### src/rtl/ctrl_pkg.sv
`default_nettype none
// ============================================================================
// Module   : ctrl_pkg
// Purpose  : Shared types and widths for the pipeline hazard controller.
// Revision : 1.0 - initial release
// ============================================================================
package ctrl_pkg;

    localparam int COMMON_WIDTH = 32;

    typedef enum logic [0:0] {
        CTRL_RUN  = 1'b0,
        CTRL_PEND = 1'b1
    } ctrl_state_e;

    typedef enum logic [2:0] {
        CAUSE_NONE  = 3'd0,
        CAUSE_EXC   = 3'd1,
        CAUSE_MEM   = 3'd2,
        CAUSE_EX    = 3'd3,
        CAUSE_REDIR = 3'd4,
        CAUSE_ID    = 3'd5
    } stall_cause_e;

    // Highest-priority request wins; a redirect masks the ID load-use stall.
    function automatic stall_cause_e pick_cause(
        input logic exc,
        input logic mem,
        input logic ex,
        input logic redir,
        input logic id
    );
        if (exc)        return CAUSE_EXC;
        else if (mem)   return CAUSE_MEM;
        else if (ex)    return CAUSE_EX;
        else if (redir) return CAUSE_REDIR;
        else if (id)    return CAUSE_ID;
        else            return CAUSE_NONE;
    endfunction

endpackage
`default_nettype wire

### src/rtl/jump_stall_inf.sv
`default_nettype none
// ============================================================================
// Module   : jump_stall_inf
// Purpose  : Fetch-stage control bundle: stall request and redirect target.
// Revision : 1.0 - initial release
// ============================================================================
interface jump_stall_inf;
    import ctrl_pkg::*;

    logic                    stall;
    logic                    jump_en;
    logic [COMMON_WIDTH-1:0] jump_addr;

    modport ctrl  (output stall, jump_en, jump_addr);
    modport fetch (input  stall, jump_en, jump_addr);
endinterface
`default_nettype wire

### src/rtl/stall_watchdog.sv
`default_nettype none
// ============================================================================
// Module   : stall_watchdog
// Purpose  : Counts consecutive stalled cycles; sticky timeout at LIMIT.
// Revision : 1.0 - initial release
// ============================================================================
module stall_watchdog #(
    parameter int LIMIT = 1023
) (
    input  logic clk,
    input  logic rst,
    input  logic stall,
    output logic timeout
);
    localparam int              c_CW    = $clog2(LIMIT + 1);
    localparam logic [c_CW-1:0] c_LIMIT = c_CW'(LIMIT);

    logic [c_CW-1:0] r_count;
    logic            r_timeout;

    always_ff @(posedge clk) begin
        if (rst) begin
            r_count   <= '0;
            r_timeout <= 1'b0;
        end else begin
            if (r_count == c_LIMIT)
                r_timeout <= 1'b1;
            if (!stall)
                r_count <= '0;
            else if (r_count != c_LIMIT)
                r_count <= r_count + 1'b1;
        end
    end

    assign timeout = r_timeout;
endmodule
`default_nettype wire

### src/rtl/pipe_ctrl.sv
`default_nettype none
// ============================================================================
// Module   : pipe_ctrl
// Purpose  : 5-stage pipeline hazard controller (stall/flush/redirect).
//            Optional perf counters when PIPE_CTRL_PERF_EN is defined.
// Revision : 1.0 - initial release
// ============================================================================
module pipe_ctrl
    import ctrl_pkg::*;
#(
    parameter int STALL_LIMIT = 1023
) (
    input  logic                    clk,
    input  logic                    rst,
    jump_stall_inf.ctrl             jump_stall,
    input  logic                    id_stall_req,
    input  logic                    ex_busy,
    input  logic                    mem_wait,
    input  logic                    ex_redirect_en,
    input  logic [COMMON_WIDTH-1:0] ex_redirect_addr,
    input  logic                    exc_en,
    input  logic [COMMON_WIDTH-1:0] exc_vector,
    output logic                    stall_ifid,
    output logic                    stall_idex,
    output logic                    stall_exmem,
    output logic                    flush_ifid,
    output logic                    flush_idex,
    output logic                    flush_exmem,
`ifdef PIPE_CTRL_PERF_EN
    output logic                    stall_timeout,
    output logic [31:0]             perf_stall_cycles,
    output logic [31:0]             perf_redirects
`else
    output logic                    stall_timeout
`endif
);
    localparam logic [0:0] c_ST_RUN  = CTRL_RUN;
    localparam logic [0:0] c_ST_PEND = CTRL_PEND;

    logic [0:0]              r_state;
    logic [0:0]              w_state_nxt;
    logic [COMMON_WIDTH-1:0] r_pend_addr;
    logic [COMMON_WIDTH-1:0] w_pend_addr_nxt;

    stall_cause_e            w_cause;
    logic                    w_stall;
    logic                    w_jump_en;
    logic [COMMON_WIDTH-1:0] w_jump_addr;
    logic                    w_timeout;

    assign w_cause = pick_cause(exc_en, mem_wait, ex_busy,
                                ex_redirect_en | (r_state == c_ST_PEND),
                                id_stall_req);

    // Everything is forced low while reset is held.
    always_comb begin
        w_stall     = 1'b0;
        w_jump_en   = 1'b0;
        w_jump_addr = '0;
        stall_ifid  = 1'b0;
        stall_idex  = 1'b0;
        stall_exmem = 1'b0;
        flush_ifid  = 1'b0;
        flush_idex  = 1'b0;
        flush_exmem = 1'b0;
        if (!rst) begin
            case (w_cause)
                CAUSE_EXC: begin
                    w_jump_en   = 1'b1;
                    w_jump_addr = exc_vector;
                    flush_ifid  = 1'b1;
                    flush_idex  = 1'b1;
                    flush_exmem = 1'b1;
                end
                CAUSE_MEM: begin
                    w_stall     = 1'b1;
                    stall_ifid  = 1'b1;
                    stall_idex  = 1'b1;
                    stall_exmem = 1'b1;
                end
                CAUSE_EX: begin
                    w_stall     = 1'b1;
                    stall_ifid  = 1'b1;
                    stall_idex  = 1'b1;
                    flush_exmem = 1'b1;
                end
                CAUSE_REDIR: begin
                    w_jump_en   = 1'b1;
                    w_jump_addr = ex_redirect_en ? ex_redirect_addr : r_pend_addr;
                    flush_ifid  = 1'b1;
                    flush_idex  = 1'b1;
                end
                CAUSE_ID: begin
                    w_stall     = 1'b1;
                    stall_ifid  = 1'b1;
                    flush_idex  = 1'b1;
                end
                default: ;
            endcase
        end
    end

    // A redirect seen under a back-end stall is parked until the stall clears.
    always_comb begin
        w_state_nxt     = r_state;
        w_pend_addr_nxt = r_pend_addr;
        if (exc_en) begin
            w_state_nxt = c_ST_RUN;
        end else if (mem_wait | ex_busy) begin
            if (ex_redirect_en) begin
                w_state_nxt     = c_ST_PEND;
                w_pend_addr_nxt = ex_redirect_addr;
            end
        end else begin
            w_state_nxt = c_ST_RUN;
        end
    end

    always_ff @(posedge clk) begin
        if (rst) begin
            r_state     <= c_ST_RUN;
            r_pend_addr <= '0;
        end else begin
            r_state     <= w_state_nxt;
            r_pend_addr <= w_pend_addr_nxt;
        end
    end

    stall_watchdog #(
        .LIMIT   (STALL_LIMIT)
    ) u_watchdog (
        .clk     (clk),
        .rst     (rst),
        .stall   (w_stall),
        .timeout (w_timeout)
    );

    assign jump_stall.stall     = w_stall;
    assign jump_stall.jump_en   = w_jump_en;
    assign jump_stall.jump_addr = w_jump_addr;
    assign stall_timeout        = w_timeout & ~rst;

`ifdef PIPE_CTRL_PERF_EN
    logic [31:0] r_perf_stall;
    logic [31:0] r_perf_redir;

    always_ff @(posedge clk) begin
        if (rst) begin
            r_perf_stall <= '0;
            r_perf_redir <= '0;
        end else begin
            if (w_stall)
                r_perf_stall <= r_perf_stall + 32'd1;
            if (w_jump_en)
                r_perf_redir <= r_perf_redir + 32'd1;
        end
    end

    assign perf_stall_cycles = rst ? 32'd0 : r_perf_stall;
    assign perf_redirects    = rst ? 32'd0 : r_perf_redir;
`endif
endmodule
`default_nettype wire
### src/flat_wrapper.sv
// flat-port wrapper written by rule: the top's interface ports become plain ports
module pipe_ctrl_flat import ctrl_pkg::*;
#(
    parameter int STALL_LIMIT = 1023
)
  (clk, rst, id_stall_req, ex_busy, mem_wait, ex_redirect_en, ex_redirect_addr, exc_en, exc_vector, stall_ifid, stall_idex, stall_exmem, flush_ifid, flush_idex, flush_exmem, stall_timeout, jump_stall_stall, jump_stall_jump_en, jump_stall_jump_addr);
  jump_stall_inf jump_stall_i ();
  input  logic clk;
  input  logic rst;
  input  logic id_stall_req;
  input  logic ex_busy;
  input  logic mem_wait;
  input  logic ex_redirect_en;
  input  logic [COMMON_WIDTH-1:0] ex_redirect_addr;
  input  logic exc_en;
  input  logic [COMMON_WIDTH-1:0] exc_vector;
  output logic stall_ifid;
  output logic stall_idex;
  output logic stall_exmem;
  output logic flush_ifid;
  output logic flush_idex;
  output logic flush_exmem;
  output logic stall_timeout;
  output wire logic [$bits(jump_stall_i.stall)-1:0] jump_stall_stall;
  output wire logic [$bits(jump_stall_i.jump_en)-1:0] jump_stall_jump_en;
  output wire logic [$bits(jump_stall_i.jump_addr)-1:0] jump_stall_jump_addr;
  assign jump_stall_stall = jump_stall_i.stall;
  assign jump_stall_jump_en = jump_stall_i.jump_en;
  assign jump_stall_jump_addr = jump_stall_i.jump_addr;
  pipe_ctrl #(.STALL_LIMIT(STALL_LIMIT)) u_core (.clk(clk), .rst(rst), .jump_stall(jump_stall_i), .id_stall_req(id_stall_req), .ex_busy(ex_busy), .mem_wait(mem_wait), .ex_redirect_en(ex_redirect_en), .ex_redirect_addr(ex_redirect_addr), .exc_en(exc_en), .exc_vector(exc_vector), .stall_ifid(stall_ifid), .stall_idex(stall_idex), .stall_exmem(stall_exmem), .flush_ifid(flush_ifid), .flush_idex(flush_idex), .flush_exmem(flush_exmem), .stall_timeout(stall_timeout));
endmodule
### config.mk
export PLATFORM = sky130hd
export DESIGN_NAME = pipe_ctrl_flat
export DESIGN_NICKNAME = d
export VERILOG_FILES = /design/src/rtl/ctrl_pkg.sv /design/src/rtl/jump_stall_inf.sv /design/src/rtl/stall_watchdog.sv /design/src/rtl/pipe_ctrl.sv /design/src/flat_wrapper.sv
export SDC_FILE = /design/constraint.sdc
export NUM_CORES = 1
export LEC_CHECK = 0
export CORE_UTILIZATION = 45
export CTS_BUF_LIST = sky130_fd_sc_hd__clkbuf_8
export CTS_CLUSTER_SIZE = 14
export DETAILED_ROUTE_END_ITERATION = 12
export PLACE_DENSITY_LB_ADDON = 0.3
export SYNTH_ARGS = -nofsm -noshare
export SYNTH_HDL_FRONTEND = slang
export SYNTH_SLANG_ARGS = --single-unit
### constraint.sdc
create_clock -name clk -period 2.16 [get_ports clk]
set_input_delay 0.432 -clock clk [delete_from_list [all_inputs] [get_ports clk]]
set_output_delay 0.432 -clock clk [all_outputs]
set_load 0.1 [all_outputs]
==> impl_metrics.env, run 1 <==
export IMPL_synth_cell_types=32
export IMPL_row_count=25
export IMPL_haltStage="5_1_grt"
export IMPL_clock_path_buffers=2
export IMPL_dp_hpwl_um=6730
export IMPL_syn_num_nets=331
export IMPL_grt_overflow_total=47
export IMPL_synth_seq_cells=44
export IMPL_grt_max_degree=33
export IMPL_worst_ep_kind="top-level output"
export IMPL_synth_edf_count=0
export IMPL_htree_levels=2
export IMPL_seq_area_frac_synth=0.382
export IMPL_numCtsBuffers=5
export IMPL_syn_avg_cell_area_um2=8.91
export IMPL_io_buffers=111
export IMPL_die_w_um=73.6
export IMPL_synth_top_area_share=0.382
export IMPL_yosys_warnings=0
export IMPL_synth_area_um2=2310
export IMPL_yosysMostFrequentCell="dfxtp_1"
export IMPL_synth_top_area_cell="dfxtp_1"
export IMPL_boundaryPins=112
export IMPL_cts_hold_buf=0
export IMPL_synthFlopType="dfxtp_1"
export IMPL_gp_congestion=0.800
export IMPL_ys_top_cells_by_count="dfxtp_1, nand2_1, mux2i_1, a22o_1, o21ai_0"
export IMPL_die_y_um=73.6
export IMPL_grt_repair_worst_endpoint="stall_ifid"
export IMPL_clock_sinks=44
export IMPL_synthesis_instances=259
export IMPL_synthArstFlopShare=0
export IMPL_tool_error="[ERROR GRT-0232] Routing congestion too high. Check the congestion heatmap in the GUI."
export IMPL_initial_utilization=0.479
export IMPL_netlist_top_cells_area="dfxtp_1, mux2i_1, a22o_1"
export IMPL_grt_total_usage=0.727
export IMPL_status="did not finish"
export IMPL_dp_cells=436
export IMPL_cts_root_buf="clkbuf_8"
==> per-layer routing <==
metal  track usage  GRT overflow
met4         0.853            29
met2         0.930            18
met1         0.723             0
met3         0.475             0
met5        0.0101             0
==> kinds of logic after synthesis <==
group / after synthesis / share of synthesized area
AOI/OAI and AO/OA: 75 / 0.230
xor gates and xnor gates: 4 / 0.0152
adders and majority gates: 1 / 0.00542
buffers and inverters: 23 / 0.0526
DFF: 44 / 0.382
muxes: 36 / 0.156
and+or+nand+nor: 76 / 0.159
==> through the flow <==
stage	setup TNS [ns]	cell area (um^2)	setup WS, ns	utilization
floorplan	-4.44	2770	-0.199	-
detailed placement	-8.04	4470	-0.269	0.928
CTS	-0.0577	4660	-0.0212	0.968
global placement	-5.82	4470	-0.188	0.928
==> what timing repair did <==
action,in CTS
pin swaps,2
buffers inserted,2
setup endpoints to repair,36
cloned,1
gates resized for setup,9
==> run 2: changes to the inputs <==
--- a/config.mk
+++ b/config.mk
@@ -5,11 +5,9 @@
 export SDC_FILE = /design/constraint.sdc
 export NUM_CORES = 1
 export LEC_CHECK = 0
-export CORE_UTILIZATION = 45
-export CTS_BUF_LIST = sky130_fd_sc_hd__clkbuf_8
-export CTS_CLUSTER_SIZE = 14
+export CORE_UTILIZATION = 40
 export DETAILED_ROUTE_END_ITERATION = 12
-export PLACE_DENSITY_LB_ADDON = 0.3
+export PLACE_DENSITY_LB_ADDON = 0.15
 export SYNTH_ARGS = -nofsm -noshare
 export SYNTH_HDL_FRONTEND = slang
 export SYNTH_SLANG_ARGS = --single-unit
==> run 2 against run 1 <==
Against the previous run:
- the flow now finishes without violations
- synthesized area is the same
- synthesized cell count is the same
==> impl_metrics.env, run 2 <==
export IMPL_drv_slew=0
export IMPL_leakage_nw=1.85
export IMPL_grt_pass1_wl_um=11300
export IMPL_yosys_warnings=0
export IMPL_cts_root_buf="clkbuf_8"
export IMPL_routed_wl_um=7040
export IMPL_synthArstFlopShare=0
export IMPL_regArea_um2=881
export IMPL_antennaDiodeCount=0
export IMPL_reg2regPathDepth=5
export IMPL_drc=0
export IMPL_grt_pass1_vias=2379
export IMPL_crit_path_max_fanout=8
export IMPL_worstHoldPathType="reg2reg"
export IMPL_power_density_nw_per_um2=509
export IMPL_ant_nets=0
export IMPL_clock_sinks=44
export IMPL_fin_crit_ns=2.07
export IMPL_post_dp_cell_area_um2=4480
export IMPL_gp_congestion=0.810
export IMPL_layout_setup_ws_ns=0.0928
export IMPL_place_ws_ns=-0.201
export IMPL_grt_total_usage=0.236
export IMPL_crit_type="in2out"
export IMPL_slew_limit_headroom=0.770
export IMPL_setup_tns_ns=0
export IMPL_first_iter_violations=69
export IMPL_synthesis_instances=259
export IMPL_post_route_cell_area_um2=4660
export IMPL_grt_overflow_total=0
export IMPL_viasPerCell=5.27
export IMPL_firstDrtPassIters=4
export IMPL_clk_latency_ns=0.30
export IMPL_timing_hold_ws_ns=0.477
export IMPL_drv_cap=0
export IMPL_p_total_w=0.00237
export IMPL_finalSetupViolations=0
export IMPL_fin_crit_sh=0.957
export IMPL_fmax_ghz=0.484
export IMPL_syn_num_nets=331
export IMPL_synth_cell_types=32
export IMPL_dp_hpwl_um=5150
export IMPL_regMostFlops="u_core.r_pend_addr"
export IMPL_final_hold_violation_count=0
export IMPL_ys_top_cells_by_count="dfxtp_1, nand2_1, mux2i_1, a22o_1, o21ai_0"
export IMPL_end_kind="primary output"
export IMPL_die_y_um=78.0
export IMPL_layout_nets=455
export IMPL_wl_per_cell_um=15.4
export IMPL_vias=2405
export IMPL_antenna_found_initial=0
export IMPL_boundaryPins=112
export IMPL_row_count=27
export IMPL_grt_max_degree=34
export IMPL_cts_hold_buf=0
export IMPL_tightest_slew_ns=0.335
export IMPL_drive_gt1_frac=0.341
export IMPL_hold_depth=2
export IMPL_multiInputGateArea_um2=1720
export IMPL_synth_seq_cells=44
export IMPL_initial_utilization=0.417
export IMPL_io_buffers=111
export IMPL_synth_area_um2=2310
export IMPL_netlist_top_cells_area="dfxtp_1, mux2i_1, a22o_1"
export IMPL_synth_edf_count=0
export IMPL_final_common_cell="clkdlybuf4s50_1"
export IMPL_yosysMostFrequentCell="dfxtp_1"
export IMPL_start_kind="primary input"
export IMPL_die_area_um2=6080
export IMPL_htree_levels=2
export IMPL_rsz0062_at_grt="no"
export IMPL_largest_reg_flops=32
export IMPL_synth_top_area_share=0.382
export IMPL_path_clk_slew_ns=0.08
export IMPL_core_um2=5540
export IMPL_arrival_ns=1.64
export IMPL_largestRegisters="u_core.r_pend_addr (32), u_core.u_watchdog.r_count (10)"
export IMPL_clock_path_buffers=2
export IMPL_synth_top_area_cell="dfxtp_1"
export IMPL_status="finished clean"
export IMPL_vdd_ir_drop_max_uv=439
export IMPL_final_setup_skew_ns=0.00801
export IMPL_nFillCells=312
export IMPL_cp_required_ns=1.73
export IMPL_mostFrequentLayoutCells="clkdlybuf4s50_1, buf_12, dfxtp_1"
export IMPL_seq_area_frac_synth=0.382
export IMPL_area_delta_synth_final_pct=102
export IMPL_numCtsBuffers=5
export IMPL_die_w_um=78.0
export IMPL_tritoncts="built"
export IMPL_syn_avg_cell_area_um2=8.91
export IMPL_synthFlopType="dfxtp_1"
run 2: cell counts after synthesis:
No cell type changed its count.
run 2: layout make-up:
cell class                      count  share of cell area
Clock inverter                      3             0.00994
Clock buffer                        5              0.0148
Inverter                            2             0.00242
Timing Repair Buffer              138               0.394
Tap cell                           72              0.0193
Multi-Input combinational cell    192               0.370
Sequential cell                    44               0.189
run 2: power breakdown:
| group | switching, W | internal [W] |
|---|---|---|
| Combinational | 0.000486 | 0.000374 |
| Sequential | 0.0000171 | 0.000840 |
| Clock | 0.000303 | 0.000349 |
run 2: logic make-up after synthesis:
group           after synthesis  synth area share
compound gates               75             0.230
mux                          36             0.156
fa+ha+maj                     1           0.00542
flops                        44             0.382
buf+inv                      23            0.0526
simple gates                 76             0.159
xor+xnor                      4            0.0152
run 2: metrics by stage:
stage,util,cells
floorplan,-,259
global placement,0.808,443
detailed placement,0.808,443
CTS,0.840,456
global route,0.841,456
finish,0.841,456
run 2: worst paths after layout:
path         slack, ns                                        end                                       from
min reg2reg       0.48     u_core.u_watchdog.timeout$_SDFFE_PP0N_     u_core.u_watchdog.timeout$_SDFFE_PP0N_
max reg2reg       0.65  u_core.u_watchdog.r_count[3]$_SDFFE_PP0P_  u_core.u_watchdog.r_count[0]$_SDFFE_PP0P_
max               0.09                    jump_stall_jump_addr[4]                                        rst
min               0.48     u_core.u_watchdog.timeout$_SDFFE_PP0N_     u_core.u_watchdog.timeout$_SDFFE_PP0N_
run 2: worst max-delay path: stages:
cell	delay (ns)
dlygate4sd2_1	0.27
nor2_4	0.10
o211ai_1	0.12
clkbuf_16	0.21
buf_8	0.14
o21ai_4	0.17
buf_12	0.19
run 2: layer usage:
| metal | wire length [um] | global-route usage |
|---|---|---|
| met1 | 3020 | 0.286 |
| met2 | 3530 | 0.414 |
| met3 | 391 | 0.0435 |
| met4 | 102 | 0.0870 |
| met5 | 0 | 0 |
run 2: what timing repair did:
item	CTS	global route
gates resized for setup	11	8
pin swaps	4	4
setup endpoints to repair	36	33
setup buffers	5	0
(Power assumes the default switching activity.)
